===== config.mk =====
export PLATFORM = sky130hd
export DESIGN_NAME = cf_i2c_seq
export DESIGN_NICKNAME = d
export VERILOG_FILES = /design/src/rtl/cf_i2c_seq_pkg.sv /design/src/rtl/cf_wb_master_port.sv /design/src/rtl/cf_i2c_seq.sv
export SDC_FILE = /design/constraint.sdc
export NUM_CORES = 1
export LEC_CHECK = 0
export ABC_AREA = 0
export CAP_MARGIN = 40
export CORE_MARGIN = 2
export CORE_UTILIZATION = 44
export DETAILED_ROUTE_END_ITERATION = 12
export PLACE_DENSITY = 0.86
export SYNTH_ARGS = -nofsm -noshare
export SYNTH_HDL_FRONTEND = slang
export SYNTH_SLANG_ARGS = --single-unit

===== constraint.sdc =====
create_clock -name clk_i -period 2.5 [get_ports clk_i]
set_input_delay 0.5 -clock clk_i [delete_from_list [all_inputs] [get_ports clk_i]]
set_output_delay 0.5 -clock clk_i [all_outputs]
set_load 0.1 [all_outputs]

===== src/rtl/cf_i2c_seq_pkg.sv =====
// Shared constants, bus payload type and helpers for the CF_I2C transaction sequencer.
package cf_i2c_seq_pkg;

  localparam int unsigned ADR_W = 32;
  localparam int unsigned DAT_W = 32;
  localparam int unsigned SEL_W = 4;
  localparam int unsigned ST_W  = 4;

  // Peripheral register offsets
  localparam logic [15:0] OFS_STATUS   = 16'h0000;
  localparam logic [15:0] OFS_CMD      = 16'h0002;
  localparam logic [15:0] OFS_DATA     = 16'h0004;
  localparam logic [15:0] OFS_PRESCALE = 16'h0006;
  localparam logic [15:0] OFS_GCLK     = 16'hFF10;

  localparam logic [SEL_W-1:0] SEL_REG  = 4'b0011;
  localparam logic [SEL_W-1:0] SEL_GCLK = 4'b1111;

  // Register bit positions
  localparam int unsigned STATUS_BUSY_B  = 0;
  localparam int unsigned STATUS_NACK_B  = 3;
  localparam int unsigned CMD_START_B    = 8;
  localparam int unsigned CMD_READ_B     = 9;
  localparam int unsigned CMD_WMULT_B    = 11;
  localparam int unsigned CMD_STOP_B     = 12;
  localparam int unsigned DATA_VALID_B   = 8;
  localparam int unsigned DATA_LAST_B    = 9;
  localparam int unsigned GCLK_EN_B      = 0;

  localparam logic [15:0] STATUS_NACK_M = 16'(1) << STATUS_NACK_B;
  localparam logic [15:0] CMD_START_M   = 16'(1) << CMD_START_B;
  localparam logic [15:0] CMD_READ_M    = 16'(1) << CMD_READ_B;
  localparam logic [15:0] CMD_WMULT_M   = 16'(1) << CMD_WMULT_B;
  localparam logic [15:0] CMD_STOP_M    = 16'(1) << CMD_STOP_B;
  localparam logic [15:0] DATA_LAST_M   = 16'(1) << DATA_LAST_B;
  localparam logic [15:0] GCLK_EN_M     = 16'(1) << GCLK_EN_B;

  // Response error codes
  localparam logic [1:0] ERR_OK      = 2'd0;
  localparam logic [1:0] ERR_NACK    = 2'd1;
  localparam logic [1:0] ERR_TIMEOUT = 2'd2;
  localparam logic [1:0] ERR_RDINV   = 2'd3;

  // Sequencer states
  localparam logic [ST_W-1:0] ST_INIT_GCLK = 4'd0;
  localparam logic [ST_W-1:0] ST_INIT_PRE  = 4'd1;
  localparam logic [ST_W-1:0] ST_IDLE      = 4'd2;
  localparam logic [ST_W-1:0] ST_W_DATA0   = 4'd3;
  localparam logic [ST_W-1:0] ST_W_DATA1   = 4'd4;
  localparam logic [ST_W-1:0] ST_W_CMD0    = 4'd5;
  localparam logic [ST_W-1:0] ST_W_CMD1    = 4'd6;
  localparam logic [ST_W-1:0] ST_POLL      = 4'd7;
  localparam logic [ST_W-1:0] ST_CLR_NACK  = 4'd8;
  localparam logic [ST_W-1:0] ST_R_DATA    = 4'd9;
  localparam logic [ST_W-1:0] ST_RESP      = 4'd10;

  typedef struct packed {
    logic [ADR_W-1:0] adr;
    logic [DAT_W-1:0] dat;
    logic [SEL_W-1:0] sel;
    logic             we;
  } wb_req_t;

  function automatic logic [ADR_W-1:0] reg_adr(input logic [ADR_W-1:0] base,
                                               input logic [15:0] ofs);
    return base + {16'h0000, ofs};
  endfunction

endpackage


===== src/rtl/cf_wb_master_port.sv =====
// Single-outstanding Wishbone master: latches a request on start, holds it until ack.
module cf_wb_master_port
  import cf_i2c_seq_pkg::*;
(
  input  logic             clk_i,
  input  logic             rst_i,
  input  logic             start,
  input  wb_req_t          req,
  output logic             done_c,
  output logic [DAT_W-1:0] rdata_c,
  output logic [ADR_W-1:0] m_adr_o,
  output logic [DAT_W-1:0] m_dat_o,
  output logic [SEL_W-1:0] m_sel_o,
  output logic             m_we_o,
  output logic             m_cyc_o,
  output logic             m_stb_o,
  input  logic [DAT_W-1:0] m_dat_i,
  input  logic             m_ack_i
);

  // start is ignored while a cycle is open, so the issuer may hold it level
  always_ff @(posedge clk_i or posedge rst_i) begin
    if (rst_i) begin
      m_adr_o <= '0;
      m_dat_o <= '0;
      m_sel_o <= '0;
      m_we_o  <= 1'b0;
      m_cyc_o <= 1'b0;
      m_stb_o <= 1'b0;
    end else if (m_cyc_o) begin
      if (m_ack_i) begin
        m_cyc_o <= 1'b0;
        m_stb_o <= 1'b0;
        m_we_o  <= 1'b0;
      end
    end else if (start) begin
      m_adr_o <= req.adr;
      m_dat_o <= req.dat;
      m_sel_o <= req.sel;
      m_we_o  <= req.we;
      m_cyc_o <= 1'b1;
      m_stb_o <= 1'b1;
    end
  end

  assign done_c  = m_cyc_o & m_ack_i;
  assign rdata_c = done_c ? m_dat_i : '0;

endmodule


===== src/rtl/cf_i2c_seq.sv =====
// Register-level I2C request sequencer driving a CF_I2C peripheral over Wishbone.
module cf_i2c_seq
  import cf_i2c_seq_pkg::*;
#(
  parameter logic [ADR_W-1:0] BASE_ADDR  = 32'h0000_0000,
  parameter logic [15:0]      PRESCALE   = 16'd1,
  parameter int unsigned      POLL_LIMIT = 1024
) (
  input  logic             clk_i,
  input  logic             rst_i,
  input  logic             req_valid,
  output logic             req_ready,
  input  logic             req_rw,
  input  logic [6:0]       req_dev,
  input  logic [7:0]       req_reg,
  input  logic [7:0]       req_wdata,
  output logic             rsp_valid,
  output logic [7:0]       rsp_rdata,
  output logic [1:0]       rsp_err,
  output logic [ADR_W-1:0] m_adr_o,
  output logic [DAT_W-1:0] m_dat_o,
  output logic [SEL_W-1:0] m_sel_o,
  output logic             m_we_o,
  output logic             m_cyc_o,
  output logic             m_stb_o,
  input  logic [DAT_W-1:0] m_dat_i,
  input  logic             m_ack_i
);

  localparam int unsigned CNT_W = $clog2(POLL_LIMIT + 1);

  logic [ST_W-1:0]  state_q, state_n;
  logic             rw_q, rw_n;
  logic [6:0]       dev_q, dev_n;
  logic [7:0]       reg_q, reg_n;
  logic [7:0]       wdata_q, wdata_n;
  logic [CNT_W-1:0] cnt_q, cnt_n, cnt_inc;
  logic [7:0]       rdata_n;
  logic [1:0]       err_n;

  logic             bus_start;
  wb_req_t          bus_req;
  logic             bus_done_c;
  logic [DAT_W-1:0] bus_rdata_c;
  logic [DAT_W-1:0] unused_bus_rdata;

  assign unused_bus_rdata = bus_rdata_c;

  cf_wb_master_port u_port (
    .clk_i   (clk_i),
    .rst_i   (rst_i),
    .start   (bus_start),
    .req     (bus_req),
    .done_c  (bus_done_c),
    .rdata_c (bus_rdata_c),
    .m_adr_o (m_adr_o),
    .m_dat_o (m_dat_o),
    .m_sel_o (m_sel_o),
    .m_we_o  (m_we_o),
    .m_cyc_o (m_cyc_o),
    .m_stb_o (m_stb_o),
    .m_dat_i (m_dat_i),
    .m_ack_i (m_ack_i)
  );

  // Saturating STATUS-read counter
  assign cnt_inc = (cnt_q >= CNT_W'(POLL_LIMIT)) ? cnt_q : cnt_q + CNT_W'(1);

  always_ff @(posedge clk_i or posedge rst_i) begin
    if (rst_i) begin
      state_q <= ST_INIT_GCLK;
      rw_q    <= 1'b0;
      dev_q   <= '0;
      reg_q   <= '0;
      wdata_q <= '0;
      cnt_q   <= '0;
    end else begin
      state_q <= state_n;
      rw_q    <= rw_n;
      dev_q   <= dev_n;
      reg_q   <= reg_n;
      wdata_q <= wdata_n;
      cnt_q   <= cnt_n;
    end
  end

  always_comb begin
    state_n     = state_q;
    rw_n        = rw_q;
    dev_n       = dev_q;
    reg_n       = reg_q;
    wdata_n     = wdata_q;
    cnt_n       = cnt_q;
    rdata_n     = rsp_rdata;
    err_n       = rsp_err;
    bus_start   = 1'b0;
    bus_req.adr = reg_adr(BASE_ADDR, OFS_STATUS);
    bus_req.dat = '0;
    bus_req.sel = SEL_REG;
    bus_req.we  = 1'b0;

    case (state_q)
      ST_INIT_GCLK: begin
        bus_start   = 1'b1;
        bus_req.adr = reg_adr(BASE_ADDR, OFS_GCLK);
        bus_req.dat = {16'h0000, GCLK_EN_M};
        bus_req.sel = SEL_GCLK;
        bus_req.we  = 1'b1;
        if (bus_done_c) state_n = ST_INIT_PRE;
      end
      ST_INIT_PRE: begin
        bus_start   = 1'b1;
        bus_req.adr = reg_adr(BASE_ADDR, OFS_PRESCALE);
        bus_req.dat = {16'h0000, PRESCALE};
        bus_req.we  = 1'b1;
        if (bus_done_c) state_n = ST_IDLE;
      end
      ST_IDLE: begin
        if (req_valid && req_ready) begin
          rw_n    = req_rw;
          dev_n   = req_dev;
          reg_n   = req_reg;
          wdata_n = req_wdata;
          cnt_n   = '0;
          state_n = ST_W_DATA0;
        end
      end
      ST_W_DATA0: begin
        // A read sends only the register index, so that byte is the last one
        bus_start   = 1'b1;
        bus_req.adr = reg_adr(BASE_ADDR, OFS_DATA);
        bus_req.dat = {16'h0000, (rw_q ? DATA_LAST_M : 16'h0000) | {8'h00, reg_q}};
        bus_req.we  = 1'b1;
        if (bus_done_c) state_n = rw_q ? ST_W_CMD0 : ST_W_DATA1;
      end
      ST_W_DATA1: begin
        bus_start   = 1'b1;
        bus_req.adr = reg_adr(BASE_ADDR, OFS_DATA);
        bus_req.dat = {16'h0000, DATA_LAST_M | {8'h00, wdata_q}};
        bus_req.we  = 1'b1;
        if (bus_done_c) state_n = ST_W_CMD1;
      end
      ST_W_CMD0: begin
        bus_start   = 1'b1;
        bus_req.adr = reg_adr(BASE_ADDR, OFS_CMD);
        bus_req.dat = {16'h0000, CMD_WMULT_M | CMD_START_M | {9'h000, dev_q}};
        bus_req.we  = 1'b1;
        if (bus_done_c) state_n = ST_W_CMD1;
      end
      ST_W_CMD1: begin
        bus_start   = 1'b1;
        bus_req.adr = reg_adr(BASE_ADDR, OFS_CMD);
        bus_req.dat = {16'h0000, CMD_STOP_M | CMD_START_M |
                       (rw_q ? CMD_READ_M : CMD_WMULT_M) | {9'h000, dev_q}};
        bus_req.we  = 1'b1;
        if (bus_done_c) state_n = ST_POLL;
      end
      ST_POLL: begin
        bus_start = 1'b1;
        if (bus_done_c) begin
          cnt_n = cnt_inc;
          if (bus_rdata_c[STATUS_NACK_B]) begin
            state_n = ST_CLR_NACK;
          end else if (!bus_rdata_c[STATUS_BUSY_B]) begin
            if (rw_q) begin
              state_n = ST_R_DATA;
            end else begin
              err_n   = ERR_OK;
              rdata_n = '0;
              state_n = ST_RESP;
            end
          end else if (cnt_inc >= CNT_W'(POLL_LIMIT)) begin
            err_n   = ERR_TIMEOUT;
            rdata_n = '0;
            state_n = ST_RESP;
          end
        end
      end
      ST_CLR_NACK: begin
        bus_start   = 1'b1;
        bus_req.dat = {16'h0000, STATUS_NACK_M};
        bus_req.we  = 1'b1;
        if (bus_done_c) begin
          err_n   = ERR_NACK;
          rdata_n = '0;
          state_n = ST_RESP;
        end
      end
      ST_R_DATA: begin
        bus_start   = 1'b1;
        bus_req.adr = reg_adr(BASE_ADDR, OFS_DATA);
        if (bus_done_c) begin
          if (bus_rdata_c[DATA_VALID_B]) begin
            err_n   = ERR_OK;
            rdata_n = bus_rdata_c[7:0];
          end else begin
            err_n   = ERR_RDINV;
            rdata_n = '0;
          end
          state_n = ST_RESP;
        end
      end
      ST_RESP: begin
        state_n = ST_IDLE;
      end
      default: begin
        state_n = ST_INIT_GCLK;
      end
    endcase
  end

  // Requester-side outputs registered from the next state
  always_ff @(posedge clk_i or posedge rst_i) begin
    if (rst_i) begin
      req_ready <= 1'b0;
      rsp_valid <= 1'b0;
      rsp_rdata <= '0;
      rsp_err   <= '0;
    end else begin
      req_ready <= (state_n == ST_IDLE);
      rsp_valid <= (state_n == ST_RESP);
      rsp_rdata <= rdata_n;
      rsp_err   <= err_n;
    end
  end

endmodule


==> results.md, run 1 <==
- Largest delay contributor family on the critical path: compound AO/OA/AOI/OAI gates
- Syn Area/Cell: ~9 um2
- Combinational power share: 57.4%
- Int Power: 0.00297 W
- Antenna cells: 0
- Maxcap violations: 0
- Num Clock Sinks: between 70 and 80
- Worst setup EP type: flip-flop
- WL final: between 8 and 9 mm
- Row count: 33
- Worst VDD drop: 0.578 mV
- Layout Area Growth over Synthesis: 24.0%
- Hold Crit Class: in2async
- Clock Skew: 11.6 ps
- Worst Reg2Reg Path Length in Cells: 7
- Rel. slew slack: 60.5%
- Cell variety after synth: 52
- Mapped Cells: 409
- Maximum fanout along the worst path: 8
- Reg2reg end: rsp_rdata[6]$_DFFE_PP0P_
- Clock Path Buffers: 2
- Total Power: between 0.006 and 0.007 W
- Initial antenna violation count: 0
- Hpwl dp: 6.14 mm
- Largest net degree at the start of global routing: 55
- M3 GR Usage: 3.21%
- Die height: ~96 um
- Via density per instance: 5.18
- Routability cong.: about 0.91
- Layout cells sized above 1: 19.1%
- Top Usage Layer GRT: met2
- Remaining antenna violation count: 0
- Sw Ratio: 54.1%
- Vias in the first global route: 2849
- DR iter-0 viols: between 150 and 200
- Switching power: 0.00350 W
- TNS Setup: 0 ps
- Fin. Hold Viols: 0
- Remaining DRCs: 0
- Drt first pass iters: 5
- Die span in x: 96.3 um
- TritonCTS clock tree: built
- CP peak stage delay: 530 ps
- Pre-CTS setup slack: -266 ps
- Worst Path Arrival: 2650 ps
- Lkg Pwr: 2.30 nW
- Fin. max-slew vios: 0
- Setup Viol. Count Final: 0
- Setup bufs post-CTS: 0
- GR Overflow Total: 0
- Final nets: 556
- Clock latency on the worst-skew pair: 360 ps
- Average wire per standard cell: 13.9 um
- Critical Path RT: 2740 ps
- M1 GR Usage: 24.6%
- Flops & latches, synth: slightly above 70
- Slew @ Worst Pin: 591 ps
- Clock share of power: between 10% and 20%
- Worst Hold Slack: 454 ps
- Clk root buf: clkbuf_8
- Syn. warnings: 0
- Setup CP Type: in2reg
- Startpoint Class: input pin
- CP max-delay cell: clkdlybuf4s50_1
- Period minus WS final: 2420 ps
- First-pass GRT wire length: 13.4 mm
- GR Util met2: 30.2%
- GRT Util Overall: 18.8%
- Die area: 9270 um2
- CTS clk-pin slew, worst paths: 70 ps
- DR vias: 3121
- Initial Utilization: 45.6%
- Worst reg2reg setup slack: 130 ps
- Seq/Total Area, Yosys: between 40 and 50%
- Power Dens Cells: around 1400 nW/um2
- H-tree depth: 3
- Status: finished, final reports clean
- Main flop type after synthesis: dfrtp_1
- Sequential share of power: between 20 and 30%
- Total I/O pin count: between 100 and 150
- FILL cells: 720
- Buf/Inv on CP: 2
- Synth Cell Area: 3750 um2
- Num CTS Buffers: 9
- Asr flop ratio synth: between 90% and 100%
- Final worst setup slack: 84.0 ps
- Critical R2R Launch: cnt_q[0]$_DFFE_PP0P_
- FMAX: 414 MHz
- IO buf count: 78
- Crit-path cells: clkdlybuf4s50_1 > nand2_1 > o2111ai_1 > or4b_4 > a2111o_1 > buf_4 > a22o_1
- Placeable Area: 8220 um2
- Post-synth EDFFs: 0
- Share of the clock period used by the worst path after layout: between 90% and 100%
[logic make-up after synthesis]
group	share of synthesized area (%)
AOI/OAI and AO/OA	15.1
xor gates and xnor gates	1.87
adders and majority gates	0.668
buffers and inverters	14.1
DFF	47.4
muxes	1.10
other	0.100
and+or+nand+nor	19.6
[cell usage in the layout, fill, tap and decap left out, types with 3 or more instances in the layout]
master,n
a21oi_1,4
a22o_1,22
a22oi_1,9
buf_4,68
clkbuf_8,10
clkdlybuf4s50_1,36
conb_1,41
dfrtp_1,70
inv_1,11
mux2i_1,3
nand2_1,99
nand2b_1,5
nand3_1,8
nand4_1,3
nor2_1,23
nor3_1,5
nor4_1,5
o21ai_0,17
o31ai_1,4
xnor2_1,3
xor2_1,5
[metrics by stage]
step | instance area [um2] | std cells | util, %
after global routing | 4650 | 603 | 56.5
after detailed placement | 4440 | 588 | 54.1
final | 4650 | 603 | 56.5
after CTS | 4640 | 603 | 56.5
after global placement | 4440 | 588 | 54.1
after floorplan | 3900 | 449 | -
[registers in the layout, summed over array words and instances, names as in the netlist, 2 cells and up]
| register | flops |
|---|---|
| cnt_q | 11 |
| dev_q | 7 |
| reg_q | 8 |
| rsp_err | 2 |
| rsp_rdata | 8 |
| state_q | 4 |
| u_port.m_adr_o | 3 |
| u_port.m_dat_o | 12 |
| u_port.m_sel_o | 2 |
| wdata_q | 8 |
[routing by layer]
metal | vias to the layer above | routed length, um
met4 | 0 | 172
met1 | 1488 | 3620
met5 | - | 0
met2 | 140 | 4040
met3 | 13 | 576
li1 | 1480 | -
[cell usage after synthesis (all sizes together), types with 2 or more instances]
library cell	number	area share, %
a32oi	2	0.47
a22o	22	5.1
clkbuf	10	1.0
or2	2	0.33
xor2	5	1.2
o22ai	2	0.33
o32ai	2	0.47
mux2i	3	0.80
buf	61	12
and4	2	0.47
nand4	3	0.50
nand2b	5	0.84
nand4b	2	0.47
or3	2	0.33
nor2b	2	0.33
a21oi	5	0.77
o31ai	5	1.0
inv	12	1.2
nor3	5	0.67
xnor2	3	0.70
dfrtp	71	47
nor2	23	2.3
ha	2	0.67
nand3	8	1.1
nor4	6	1.2
a22oi	9	1.8
nand2	99	9.9
o21ai	17	2.3
[worst max-delay path by stage]
stage	startpoint	end	slack, ps	cells after the start
after floorplan	rst_i	u_port.m_cyc_o$_DFF_PP0_	40	1
after global placement	m_ack_i	rsp_rdata[6]$_DFFE_PP0P_	-180	7
after detailed placement	m_ack_i	rsp_rdata[6]$_DFFE_PP0P_	-270	7
after CTS	cnt_q[0]$_DFFE_PP0P_	rsp_rdata[6]$_DFFE_PP0P_	70	7
after global routing	cnt_q[0]$_DFFE_PP0P_	rsp_rdata[6]$_DFFE_PP0P_	-9	7
final	m_ack_i	rsp_rdata[6]$_DFFE_PP0P_	80	7
[area by class of cell]
class	count	area, um2	area share (%)
clock inverters	5	58.8	1.27
multi-input cells	295	1600	34.5
clock buffers	10	138	2.96
well taps	105	131	2.83
inverters	12	45.0	0.970
repair buffers	105	891	19.2
flip-flops and latches	71	1780	38.3
[power groups by stage]
| stage | logic (W) | registers (W) | clock network, W |
|---|---|---|---|
| floorplan | 0.00190 | 0.00290 | 0 |
| global placement | 0.00364 | 0.00184 | 0 |
| detailed placement | 0.00370 | 0.00185 | 0 |
| CTS | 0.00371 | 0.00183 | 0.000928 |
| global route | 0.00393 | 0.00189 | 0.000980 |
| finish | 0.00371 | 0.00184 | 0.000913 |
[what timing repair did]
action,CTS,global route
resized for setup,0,1
endpoints found under the hold margin,0,0
endpoints found under the setup margin,0,8
hold buffers,0,0
No activity file was read; power rests on OpenSTA's default activity.
==> inputs of run 2 (changes only) <==
--- a/config.mk
+++ b/config.mk
@@ -11,6 +11,7 @@
 export CORE_UTILIZATION = 44
 export DETAILED_ROUTE_END_ITERATION = 12
 export PLACE_DENSITY = 0.86
+export RECOVER_POWER = 25
 export SYNTH_ARGS = -nofsm -noshare
 export SYNTH_HDL_FRONTEND = slang
 export SYNTH_SLANG_ARGS = --single-unit
==> run 2 against run 1 <==
  * Sequential power about the same
  * Cell area shrank 0.27%
  * Non-clock buffer count did not move
  * Cell count stayed put
  * Global-route usage did not move
  * Setup slack worse by 8.3 ps
  * Maximum frequency down 0.34%
  * Utilization shrank 0.15 points
  * Sequential cell count did not move
  * Die area did not move
  * Highest routed layer unchanged
==> results.md, run 2 (same netlist as run 1, synthesis figures left out) <==
- Status: finished, final reports clean
- DR vias: 3137
- Num CTS Buffers: 9
- Hold_sp: wdata_q[2]$_DFFE_PP0P_
- Critical Path RT: around 2700 ps
- Biggest regs: u_port.m_dat_o: 12 flops, cnt_q: 11 flops
- Worst reg2reg setup slack: 130 ps
- Register area: roughly 1800 um2
- Vias in the first global route: about 2800
- Critical R2R Launch: cnt_q[0]$_DFFE_PP0P_
- TNS Setup: 0 ps
- Most frequent cells in the layout: 99 x nand2_1, 70 x dfrtp_1, 68 x buf_4, 41 x conb_1, 35 x clkdlybuf4s50_1
- Worst Hold Slack: 481 ps
- Maxcap violations: 0
- Die area: 9270 um2
- Hold Crit Class: reg2reg
- Worst Setup SP: m_ack_i
- Worst Path Arrival: 2660 ps
- Row count: 33
- Worst VDD drop: between 0.5 and 0.6 mV
- Average wire per standard cell: between 10 and 15 um
- Worst setup EP type: flip-flop
- Hpwl dp: 6.14 mm
- Initial Utilization: 45.6%
- Area occupied by multi-input gates: 1600 um2
- Drt first pass iters: 5
- Startpoint Class: input pin
- Layout Area Growth over Synthesis: 23.7%
- Remaining DRCs: 0
- Setup Viol. Count Final: 0
- Remaining antenna violation count: 0
- Fin. max-slew vios: 0
- IO buf count: 78
- Commonest non-fill, non-tap cell in the layout: nand2_1
- Clk root buf: clkbuf_8
- Setup bufs post-CTS: 0
- Slew @ Worst Pin: 722 ps
- TritonCTS clock tree: built
- Routability cong.: 0.908
- Initial antenna violation count: 0
- Die height: 96.3 um
- Combinational power share: 57.4%
- Via density per instance: 5.20
- Maximum fanout along the worst path: 8
- Sw Ratio: a little over half
- Layout cells sized above 1: 18.9%
- Sequential share of power: 28.4%
- GRT Util Overall: 18.8%
- H-tree depth: 3
- Largest net degree at the start of global routing: 55
- Num Clock Sinks: 71
- Max reg flops: 12
- Top reg by flops: u_port.m_dat_o
- CTS clk-pin slew, worst paths: about 70 ps
- Worst Setup EP: rsp_rdata[6]$_DFFE_PP0P_
- GR Overflow Total: 0
- Power Dens Cells: 1400 nW/um2
- Setup CP Type: in2reg
- Pre-CTS setup slack: -266 ps
- Final nets: about 560
- Clock latency on the worst-skew pair: roughly 350 ps
- Fin. Hold Viols: 0
- Final worst setup slack: roughly 76 ps
- Die span in x: about 96 um
- Int Power: approximately 0.0030 W
- Switching power: 0.00350 W
- Placeable Area: 8220 um2
- Worst Reg2Reg Path Length in Cells: 7
- Reg2reg end: rsp_rdata[6]$_DFFE_PP0P_
- Clock Path Buffers: 2
- Total Power: 0.00646 W
- Clock Skew: ~12 ps
- Clock share of power: around 14%
- WL final: 8.40 mm
- Share of the clock period used by the worst path after layout: a little over nine tenths
- FILL cells: 721
- Total I/O pin count: 143
- DR iter-0 viols: 190
- Lkg Pwr: about 2.3 nW
- FMAX: 413 MHz
- Rel. slew slack: around half
- Period minus WS final: 2420 ps
- Antenna cells: 0
- First-pass GRT wire length: 13.4 mm
==> run 2: what timing repair did <==
| action | CTS | global route |
|---|---|---|
| resized for setup | 0 | 1 |
| hold buffers | 0 | 0 |
| endpoints found under the setup margin | 0 | 8 |
==> run 2: final cells by class <==
cell class,instances,share of cell area [%]
Sequential cell,71,38.4
Multi-Input combinational cell,295,34.6
Timing Repair Buffer,105,19.0
Clock buffer,10,2.97
Tap cell,105,2.84
Clock inverter,5,1.27
Inverter,12,0.972
==> run 2: worst min path at each step <==
| stage | end | slack (ps) | depth (start not counted) |
|---|---|---|---|
| floorplan | dev_q[0]$_DFFE_PP0P_ | 450 | 2 |
| global placement | reg_q[1]$_DFFE_PP0P_ | 460 | 2 |
| detailed placement | dev_q[4]$_DFFE_PP0P_ | 460 | 2 |
| CTS | wdata_q[1]$_DFFE_PP0P_ | 460 | 2 |
| global route | reg_q[4]$_DFFE_PP0P_ | 500 | 2 |
| finish | wdata_q[2]$_DFFE_PP0P_ | 480 | 2 |
==> run 2: stage by stage <==
step | cells | utilization, % | cell area [um2]
finish | 603 | 56.4 | 4630
floorplan | 449 | - | 3900
detailed placement | 588 | 54.1 | 4440
global route | 603 | 56.4 | 4630
CTS | 603 | 56.5 | 4640
global placement | 588 | 54.1 | 4440
==> run 2: metal layers <==
metal  up-vias  wire [um]  global-route usage, %
met5         -          0                      0
met4         0        177                   9.29
met3        16        573                   3.21
met2       149       4000                   30.2
met1      1491       3650                   24.6
li1       1481          -                      -
==> run 2: power groups by stage <==
stage / registers (W) / clock network [W] / logic, W
floorplan: 0.00290 / 0 / 0.00190
global placement: 0.00184 / 0 / 0.00364
detailed placement: 0.00185 / 0 / 0.00370
CTS: 0.00183 / 0.000928 / 0.00371
global route: 0.00189 / 0.000980 / 0.00393
finish: 0.00184 / 0.000912 / 0.00371
==> run 2: worst max-delay path: stages <==
cell	delay (ps)
clkdlybuf4s50_1	530
nand2_1	100
o2111ai_1	210
or4b_4	490
a2111o_1	400
buf_4	180
a22o_1	240
